[config.mk]
export PLATFORM = sky130hd
export DESIGN_NAME = trap_sequencer
export DESIGN_NICKNAME = d
export VERILOG_FILES = /design/src/rtl/trap_pkg.sv /design/src/rtl/flopre.sv /design/src/rtl/trap_sequencer.sv
export SDC_FILE = /design/constraint.sdc
export NUM_CORES = 1
export LEC_CHECK = 0
export ABC_AREA = 1
export ABC_CLOCK_PERIOD_IN_PS = 3300
export BUFFER_PORTS_ARGS = -buffer_cell sky130_fd_sc_hd__clkbuf_2
export CAP_MARGIN = 40
export CORE_AREA = 2 2 138 140
export CTS_CLUSTER_DIAMETER = 100
export DETAILED_ROUTE_END_ITERATION = 7
export DIE_AREA = 0 0 140 142
export MAX_ROUTING_LAYER = met4
export SYNTH_ARGS = -nofsm -noshare
export SYNTH_HDL_FRONTEND = slang
export SYNTH_SLANG_ARGS = --single-unit
[constraint.sdc]
create_clock -name clk -period 3.3 [get_ports clk]
set_input_delay 0.165 -clock clk [delete_from_list [all_inputs] [get_ports clk]]
set_output_delay 0.165 -clock clk [all_outputs]
set_load 0.05 [all_outputs]
[src/rtl/trap_pkg.sv]
// Shared types and constants for the trap sequencer.
//   trap_state_t : sequencer FSM states
//   MSTATUS_*    : mstatus CSR address and field positions
package trap_pkg;

  typedef enum logic [1:0] {
    TS_IDLE,
    TS_DRAIN,
    TS_REDIRECT
  } trap_state_t;

  localparam logic [11:0] MSTATUS_ADDR      = 12'h300;
  localparam int          MSTATUS_MIE_BIT   = 3;
  localparam int          MSTATUS_MPIE_BIT  = 7;
  localparam int          MSTATUS_MPP_LSB   = 11;
  localparam logic [1:0]  MPP_MACHINE       = 2'b11;

endpackage

[src/rtl/flopre.sv]
// Resettable, enabled D flip-flop bank.
//   clk   : clock, rising edge
//   reset : asynchronous, active-high; clears q
//   en    : load enable
//   d     : data in
//   q     : registered data out
module flopre #(
  parameter int WIDTH = 8
) (
  input  logic             clk,
  input  logic             reset,
  input  logic             en,
  input  logic [WIDTH-1:0] d,
  output logic [WIDTH-1:0] q
);

  always_ff @(posedge clk or posedge reset) begin
    if (reset) q <= '0;
    else if (en) q <= d;
  end

endmodule

[src/rtl/trap_sequencer.sv]
// Trap entry / MRET sequencer. Takes a trap request or MRET while idle,
// holds flush for DRAIN_CYCLES cycles, then flushes with a one-cycle PC
// redirect to the latched target. Owns mstatus.MIE/MPIE (MPP fixed at M).
//   clk, reset             : clock, async active-high reset
//   trapTrigger            : per-cause trap request (already MIE-masked)
//   mtvec, mepc            : trap vector base / saved exception PC
//   mret                   : MRET valid in decode
//   CSR_In/addr/WriteEnable: CSR write port (only mstatus decoded)
//   MIE, mstatus           : mstatus.MIE and full mstatus read value
//   flush, redirect        : pipeline squash and one-cycle PC override
//   redirectPC             : override target, zero when redirect=0
//   busy                   : sequence in progress
//
// state       | meaning
// TS_IDLE     | waiting for trap / mret; mstatus writable
// TS_DRAIN    | flushing in-flight stages, counting DRAIN_CYCLES
// TS_REDIRECT | flush plus PC override to latched target
module trap_sequencer
  import trap_pkg::*;
#(
  parameter int   N            = 64,
  parameter int   DRAIN_CYCLES = 2,
  parameter logic MIE_RESET    = 1'b1
) (
  input  logic         clk,
  input  logic         reset,
  input  logic [15:0]  trapTrigger,
  input  logic [N-1:0] mtvec,
  input  logic [N-1:0] mepc,
  input  logic         mret,
  input  logic [N-1:0] CSR_In,
  input  logic [11:0]  CSR_addr,
  input  logic         CSR_WriteEnable,
  output logic         MIE,
  output logic [N-1:0] mstatus,
  output logic         flush,
  output logic         redirect,
  output logic [N-1:0] redirectPC,
  output logic         busy
);

  localparam logic [3:0] DRAIN_LAST = 4'(DRAIN_CYCLES - 1);

  trap_state_t state, state_next;
  logic [3:0]  count, count_next;
  logic        take_trap, take_mret, csr_wr;
  logic        mie_q, mpie_q;
  logic [N-1:0] target, target_d;

  // Low PC bits and unused CSR data bits are intentionally dropped.
  logic unused_bits;
  assign unused_bits = ^{mtvec[1:0], mepc[1:0]} ^ ^CSR_In;

  always_ff @(posedge clk or posedge reset) begin
    if (reset) begin
      state <= TS_IDLE;
      count <= '0;
    end else begin
      state <= state_next;
      count <= count_next;
    end
  end

  always_comb begin
    state_next = state;
    count_next = count;
    take_trap  = 1'b0;
    take_mret  = 1'b0;
    csr_wr     = 1'b0;
    case (state)
      TS_IDLE: begin
        count_next = '0;
        if (|trapTrigger) begin
          take_trap  = 1'b1;
          state_next = TS_DRAIN;
        end else if (mret) begin
          take_mret  = 1'b1;
          state_next = TS_DRAIN;
        end else if (CSR_WriteEnable && (CSR_addr == MSTATUS_ADDR)) begin
          csr_wr = 1'b1;
        end
      end
      TS_DRAIN: begin
        if (count == DRAIN_LAST) begin
          state_next = TS_REDIRECT;
          count_next = '0;
        end else begin
          count_next = count + 4'd1;
        end
      end
      TS_REDIRECT: begin
        state_next = TS_IDLE;
        count_next = '0;
      end
      default: begin
        state_next = TS_IDLE;
        count_next = '0;
      end
    endcase
  end

  // Trap and MRET targets are word-aligned; bits [1:0] forced to zero.
  assign target_d = take_trap ? {mtvec[N-1:2], 2'b00} : {mepc[N-1:2], 2'b00};

  flopre #(.WIDTH(N)) u_target (
    .clk   (clk),
    .reset (reset),
    .en    (take_trap | take_mret),
    .d     (target_d),
    .q     (target)
  );

  always_ff @(posedge clk or posedge reset) begin
    if (reset) begin
      mie_q  <= MIE_RESET;
      mpie_q <= 1'b0;
    end else if (take_trap) begin
      mpie_q <= mie_q;
      mie_q  <= 1'b0;
    end else if (take_mret) begin
      mie_q  <= mpie_q;
      mpie_q <= 1'b1;
    end else if (csr_wr) begin
      mie_q  <= CSR_In[MSTATUS_MIE_BIT];
      mpie_q <= CSR_In[MSTATUS_MPIE_BIT];
    end
  end

  always_comb begin
    mstatus                                       = '0;
    mstatus[MSTATUS_MPP_LSB+1:MSTATUS_MPP_LSB]    = MPP_MACHINE;
    mstatus[MSTATUS_MPIE_BIT]                     = mpie_q;
    mstatus[MSTATUS_MIE_BIT]                      = mie_q;
  end

  // All outputs decode from registered state, so reset drops them at once.
  assign MIE        = mie_q;
  assign busy       = (state != TS_IDLE);
  assign flush      = (state != TS_IDLE);
  assign redirect   = (state == TS_REDIRECT);
  assign redirectPC = (state == TS_REDIRECT) ? target : '0;

endmodule
==> flow_summary_export.csv, run 1 <==
group,metric,value,unit
clock_tree,cts_tree,"yes",
clock_tree,cts_max_path_buffers,2,
clock_tree,cts_root_buffer,"clkbuf_16",
yosys,synth_cells,622,
yosys,ys_types,19,
power_and_ir_drop,power.density,809.0,mW/mm^2
drt,post_drt_wl_per_cell,12.46,microns
yosys,synth_top_cell_area_share,39.88,%
critical_path,crit_slowest_cell,"buf_4",
sta,worstMarginPinSlew,785.3,ps
drt,dr.pass1.iters,8,
floorplan,rows,50,
floorplan,io_pins,356,
power_and_ir_drop,vdd_drop_max,0.0004225,V
power_and_ir_drop,p_seq_share,32.3,%
critical_path,cp_top_family,"simple AND/OR/NAND/NOR gates",
critical_path,rr_startpoint,"state[0]",
clock_tree,cts.repair.resized,0,
floorplan,core-area,0.01846,sq mm
drt,routed_wl,13.32,mm
critical_path,critPathMostFrequentCell,"nand2_1",
power_and_ir_drop,leakagePower,0.003303,uW
clock_tree,clkTransAtPathRegs,60,ps
drt,vias,4338,
sta,rsz0062_at_grt,"no",
finish,utilization,31.10,%
critical_path,critical_path.max_fanout,55,
drt,viasPerCell,4.058,
critical_path,reg2regPathDepth,8,
critical_path,worstSetupStartpointType,"flip-flop",
yosys,synth_area_leaders,"dfrtp_1 (40%), nand3_1 (15%), nand2_1 (13%), buf_4 (12%), nor2_1 (7.5%)",
critical_path,cp.arrival,2510,ps
critical_path,r2r_setup_slack,1060,ps
floorplan,die_y,142,microns
grt,grt_max_degree,67,
floorplan,start_util,23.46,%
yosys,ys_ff_latch,70,
critical_path,worst-path-buf-inv,1,
run_status,status,"finished with violations",
critical_path,slowest_delay,620,ps
sta,drv_slew,0,
critical_path,required,3570,ps
finish,antenna_cells,0,
power_and_ir_drop,p_int,2492,uW
critical_path,crit_chain,"nor2_4, buf_4, nand4_1, nor2_1, nand2_1, nand2_1, nand3_1, nand2_1",
finish,layout_common_cells,"clkbuf_2 (225), nand2_1 (143), nand3_1 (131)",
drt,drt_iter0_drc,229,
placed_design,numPortBuffers,225,
drt,drc,19,
finish,fill_cells,2036,
power_and_ir_drop,p_switching,2151,uW
power_and_ir_drop,p_clk_share,21.5,%
finish,fin_nets,1056,
grt,track_usage,13.93,%
yosys,yosysTopAreaCell,"dfrtp_1",
clock_tree,cts.sinks,70,
placed_design,hpwl,9.539,mm
sta,hold_viol,0,
sta,finalSetupViolations,0,
clock_tree,clock_latency,340,ps
finish,final_common_cell,"clkbuf_2",
yosys,syn-cell-area,0.004329,sq mm
sta,period_share,67.97,%
critical_path,worstSetupStartpoint,"state[0]",
run_status,violations,"DRC",
critical_path,r2r_end,"mpie_q",
critical_path,end_kind,"flip-flop",
min_path,hp-class,"input pin to flip-flop",
sta,maxSlewHeadroom,47.52,%
power_and_ir_drop,swShare,46.33,%
clock_tree,ctsHtreeMaxLevel,3,
grt,grt-ovfl-total,0,
drt,detail-route-antenna-nets,0,
min_path,hold_depth,3,
placed_design,place_congestion,0.7656,
sta,min_period,2243,ps
clock_tree,cts_made_buffers,9,
sta,max_freq,445.9,MHz
yosys,yosys_warnings,0,
grt,grt_pass1_vias,4115,
floorplan,die_x,140,microns
min_path,worstHoldEndpoint,"u_target.q[15]",
floorplan,die-area,0.01988,sq mm
run,max_cap_viol_count,0,
critical_path,crit_type,"flip-flop to flip-flop",
yosys,ys_seq_area_share,40.49,%
min_path,hold_start,"mepc[15]",
power_and_ir_drop,comb_power_share,46.2,%
finish,syn2layout_area_growth,32.57,%
finish,drive_gt1_share,30.78,%
grt,antenna_found_initial,0,
yosys,postSynthAreaPerCell,6.960,sq um
grt,grt_pass1_wl,21.00,mm
sta,setup-tns-final,0,ps
sta,fin_skew,6.249,ps
[registers in the layout (all words and copies together) (netlist names)]
name / cells
MIE: 1
count: 4
mpie_q: 1
state: 2
u_target.q: 62
[worst reg2reg max path, cell delays in order (launching register included)]
cell     delay [ps]
dfrtp_1         410
nor2_4          380
buf_4           630
nand4_1         190
nor2_1          190
nand2_1         120
nand2_1         100
nand3_1         100
nand2_1          60
[layout make-up]
cell class,instances,area (sq um),area share [%]
inverter,77,290.3,5.058
sequential,70,1753,30.54
multi-input combinational,437,1861,32.42
clock inverter,5,58.81,1.025
timing repair buffer,235,1241,21.63
tap,234,292.8,5.101
clock buffer,11,242.7,4.229
[metrics by stage]
step	setup WS (ps)	cell area [sq um]	cells	hold WS, ps	power (uW)
after floorplan	937.8	4562	684	297.9	3232
after global placement	1012	5408	1051	357.3	3656
after detailed placement	982.9	5428	1052	177.3	3698
after CTS	974.6	5739	1069	23.22	4731
after global routing	780.2	5739	1069	31.80	5056
final	1057	5739	1069	39.75	4643
[routing by layer]
metal | track usage (%) | share of wire [%] | routed length (microns)
met4 | 3.881 | 1.2 | 155
met5 | - | 0 | 0
met3 | 2.860 | 6.0 | 803
met1 | 17.63 | 45 | 5978
met2 | 22.76 | 48 | 6386
[synth_stat cells, drive strengths merged]
master  count
a21oi       2
buf        92
clkbuf      8
conb        2
dfrtp      69
dfstp       1
ha          2
inv        77
nand2     145
nand3     131
nand3b      1
nand4       1
nor2       89
xnor2       1
xor2        1
[logic make-up (layout without fill, tap and decap cells)]
logic type                 count (synthesis)  count (layout)  share of synthesized area, %
AOI/OAI and AO/OA                          2               2                        0.2312
adders and majority gates                  2               2                        0.5779
DFF                                       70              70                         40.49
buffers and inverters                    177             328                         22.02
and+or+nand+nor                          367             367                         36.10
xor gates and xnor gates                   2               2                        0.4047
other                                      2              64                        0.1735
[power by group through the flow]
stage          Combinational [uW]  Clock, uW  Sequential [uW]
2_1_floorplan                1750          0             1480
3_3_place_gp                 2160          0             1500
3_5_place_dp                 2180          0             1510
4_1_cts                      2190       1040             1500
5_1_grt                      2420       1080             1560
6_report                     2140        998             1500
[worst max-delay path by stage]
| stage | endpoint | slack (ps) | cells past startpoint |
|---|---|---|---|
| after global routing | mpie_q | 780 | 8 |
| after CTS | mpie_q | 970 | 8 |
| final | mpie_q | 1060 | 8 |
| after floorplan | redirectPC[10] | 940 | 5 |
| after detailed placement | mpie_q | 980 | 8 |
| after global placement | mpie_q | 1010 | 8 |
[timing repair]
| action | in CTS | in global routing |
|---|---|---|
| setup buffers | 0 | 0 |
| hold endpoints to repair | 24 | 0 |
| hold buffers | 1 | 0 |
No activity file was read; power rests on OpenSTA's default activity.
==> inputs of run 2 (changes only) <==
--- a/config.mk
+++ b/config.mk
@@ -6,13 +6,13 @@
 export NUM_CORES = 1
 export LEC_CHECK = 0
 export ABC_AREA = 1
-export ABC_CLOCK_PERIOD_IN_PS = 3300
+export ABC_CLOCK_PERIOD_IN_PS = 2300
 export BUFFER_PORTS_ARGS = -buffer_cell sky130_fd_sc_hd__clkbuf_2
 export CAP_MARGIN = 40
-export CORE_AREA = 2 2 138 140
+export CORE_AREA = 2 2 139 141
 export CTS_CLUSTER_DIAMETER = 100
 export DETAILED_ROUTE_END_ITERATION = 7
-export DIE_AREA = 0 0 140 142
+export DIE_AREA = 0 0 141 143
 export MAX_ROUTING_LAYER = met4
 export SYNTH_ARGS = -nofsm -noshare
 export SYNTH_HDL_FRONTEND = slang
==> constraint.sdc (replaced) <==
create_clock -name clk -period 2.3 [get_ports clk]
set_input_delay 0.115 -clock clk [delete_from_list [all_inputs] [get_ports clk]]
set_output_delay 0.115 -clock clk [all_outputs]
set_load 0.05 [all_outputs]
==> run 2 against run 1 <==
Compared with the run above:
- the run now ends clean
- combinational power rose by 48%
- power rose by 42%
- die area rose by 1.4%
- wire length rose by 3.3%
- via count rose by 5.2%
- non-clock buffer count rose by 52
- largest cell class unchanged
==> flow_summary_export.csv, run 2 (synthesis results as in run 1) <==
group,metric,value,unit
drt,drc,0,
sta,max_freq,507.1,MHz
power_and_ir_drop,comb_power_share,48.1,%
clock_tree,cts_made_buffers,9,
finish,syn2layout_area_growth,43.90,%
finish,final_area,0.006230,sq mm
drt,post_drt_wl_per_cell,12.30,microns
placed_design,place_congestion,0.7523,
min_path,hold_start,"mepc[60]",
power_and_ir_drop,p_seq_share,32.7,%
placed_design,place_area,0.005443,sq mm
power_and_ir_drop,power.density,1058,mW/mm^2
floorplan,rows,50,
clock_tree,clock_latency,330,ps
grt,grt_max_degree,67,
critical_path,worstSetupStartpointType,"flip-flop",
finish,reg.largest.list,"u_target.q (62), count (4), state (2)",
clock_tree,ctsHtreeMaxLevel,3,
sta,maxSlewHeadroom,54.48,%
clock_tree,clkTransAtPathRegs,60,ps
drt,vias,4564,
finish,drive_gt1_share,28.81,%
critical_path,reg2regPathDepth,6,
finish,utilization,33.53,%
critical_path,cp.arrival,1860,ps
sta,drv_slew,0,
power_and_ir_drop,p_clk_share,19.2,%
critical_path,required,2180,ps
finish,fin_nets,1108,
run_status,status,"finished clean",
critical_path,rr_startpoint,"state[0]",
critical_path,crit_type,"flip-flop to output port",
power_and_ir_drop,leakagePower,0.003512,uW
drt,detail-route-antenna-nets,0,
finish,antenna_cells,0,
critical_path,worstSetupStartpoint,"state[1]",
placed_design,dpl_worst_slack,525.3,ps
finish,final_common_cell,"clkbuf_2",
sta,rsz0062_at_grt,"no",
clock_tree,cts.repair.resized,0,
grt,grt_pass1_vias,4377,
sta,hold_viol,0,
placed_design,hpwl,9.393,mm
sta,worstMarginPinSlew,682.8,ps
floorplan,start_util,23.30,%
power_and_ir_drop,p_int,3524,uW
finish,largest_reg_flops,62,
power_and_ir_drop,swShare,46.54,%
power_and_ir_drop,p_switching,3068,uW
sta,setup_ws,328.2,ps
clock_tree,cts_max_path_buffers,2,
clock_tree,cts_tree,"yes",
min_path,hp-class,"input pin to flip-flop",
finish,top_register,"u_target.q",
finish,fill_cells,1980,
placed_design,numPortBuffers,225,
floorplan,die-area,0.02016,sq mm
floorplan,die_x,141,microns
floorplan,core-area,0.01858,sq mm
drt,routed_wl,13.77,mm
drt,viasPerCell,4.079,
critical_path,end_kind,"output port",
critical_path,critical_path.max_fanout,41,
finish,multi_input_area,0.001863,sq mm
finish,layout_common_cells,"clkbuf_2 (225), nand2_1 (143), nand3_1 (131)",
clock_tree,cts_root_buffer,"clkbuf_16",
sta,setup-tns-final,0,ps
power_and_ir_drop,vdd_drop_max,0.0005237,V
grt,track_usage,14.03,%
sta,finalSetupViolations,0,
drt,drt_iter0_drc,139,
drt,dr.pass1.iters,4,
clock_tree,cts.sinks,70,
floorplan,io_pins,356,
floorplan,die_y,143,microns
run,max_cap_viol_count,0,
min_path,hold_depth,3,
grt,grt-ovfl-total,0,
grt,grt_pass1_wl,21.56,mm
finish,regArea,0.001753,sq mm
grt,antenna_found_initial,0,
power_and_ir_drop,power.total,6592,uW
sta,period_share,85.73,%
sta,fin_skew,4.836,ps
sta,min_period,1972,ps
==> run 2: cell count changes in the layout (fill, tap and decap cells not counted), sizes merged <==
cell | previous run | this run
dlygate4sd3 | 1 | 53
clkinvlp | 2 | 0
bufinv | 1 | 0
clkbuf | 236 | 237
==> run 2: worst paths after layout <==
path                       slack, ps        endpoint
hold / removal                    20  u_target.q[60]
max in group asynchronous       1210             MIE
min in group asynchronous        400  u_target.q[30]
hold reg to reg                  480  u_target.q[57]
setup / recovery                 330  redirectPC[42]
setup reg to reg                 540  u_target.q[33]
==> run 2: timing repair <==
item / 4_1_cts / 5_1_grt
buffers inserted: 0 / 0
hold endpoints to repair: 86 / 0
hold buffers: 53 / 0
==> run 2: metal layers <==
metal	vias up	part of all wire (%)	GRT usage, %	routed length, microns
met5	-	0	-	0
met3	12	5.4	2.716	744
met2	170	50	23.57	6830
li1	2295	-	-	-
met1	2087	44	16.83	6001
met4	0	1.4	5.105	191
==> run 2: layout make-up <==
type                            count  area share [%]
Clock inverter                      2          0.1607
Inverter                           77           4.660
Multi-Input combinational cell    437           29.91
Clock buffer                       12           3.957
Timing Repair Buffer              287           28.48
Tap cell                          234           4.700
Sequential cell                    70           28.14
==> run 2: power groups by stage <==
stage | Clock, uW | Combinational [uW] | Sequential (uW)
after CTS | 1330 | 3230 | 2150
after floorplan | 0 | 2520 | 2120
after global placement | 0 | 3100 | 2150
final | 1270 | 3170 | 2150
after detailed placement | 0 | 3130 | 2170
after global routing | 1370 | 3560 | 2240
==> run 2: per-stage QoR <==
stage          instances  hold slack (ps)
4_1_cts             1119            1.387
2_1_floorplan        684            247.9
5_1_grt             1119            17.71
3_3_place_gp        1051            231.2
3_5_place_dp        1052            224.5
6_report            1119            16.47
==> run 2: worst max-delay path: stages (launching register included) <==
cell and delay [ps]:
dfrtp_1 410, inv_1 80, nor2_2 50, inv_2 350, buf_12 280, nor2_1 80
clkbuf_2 240
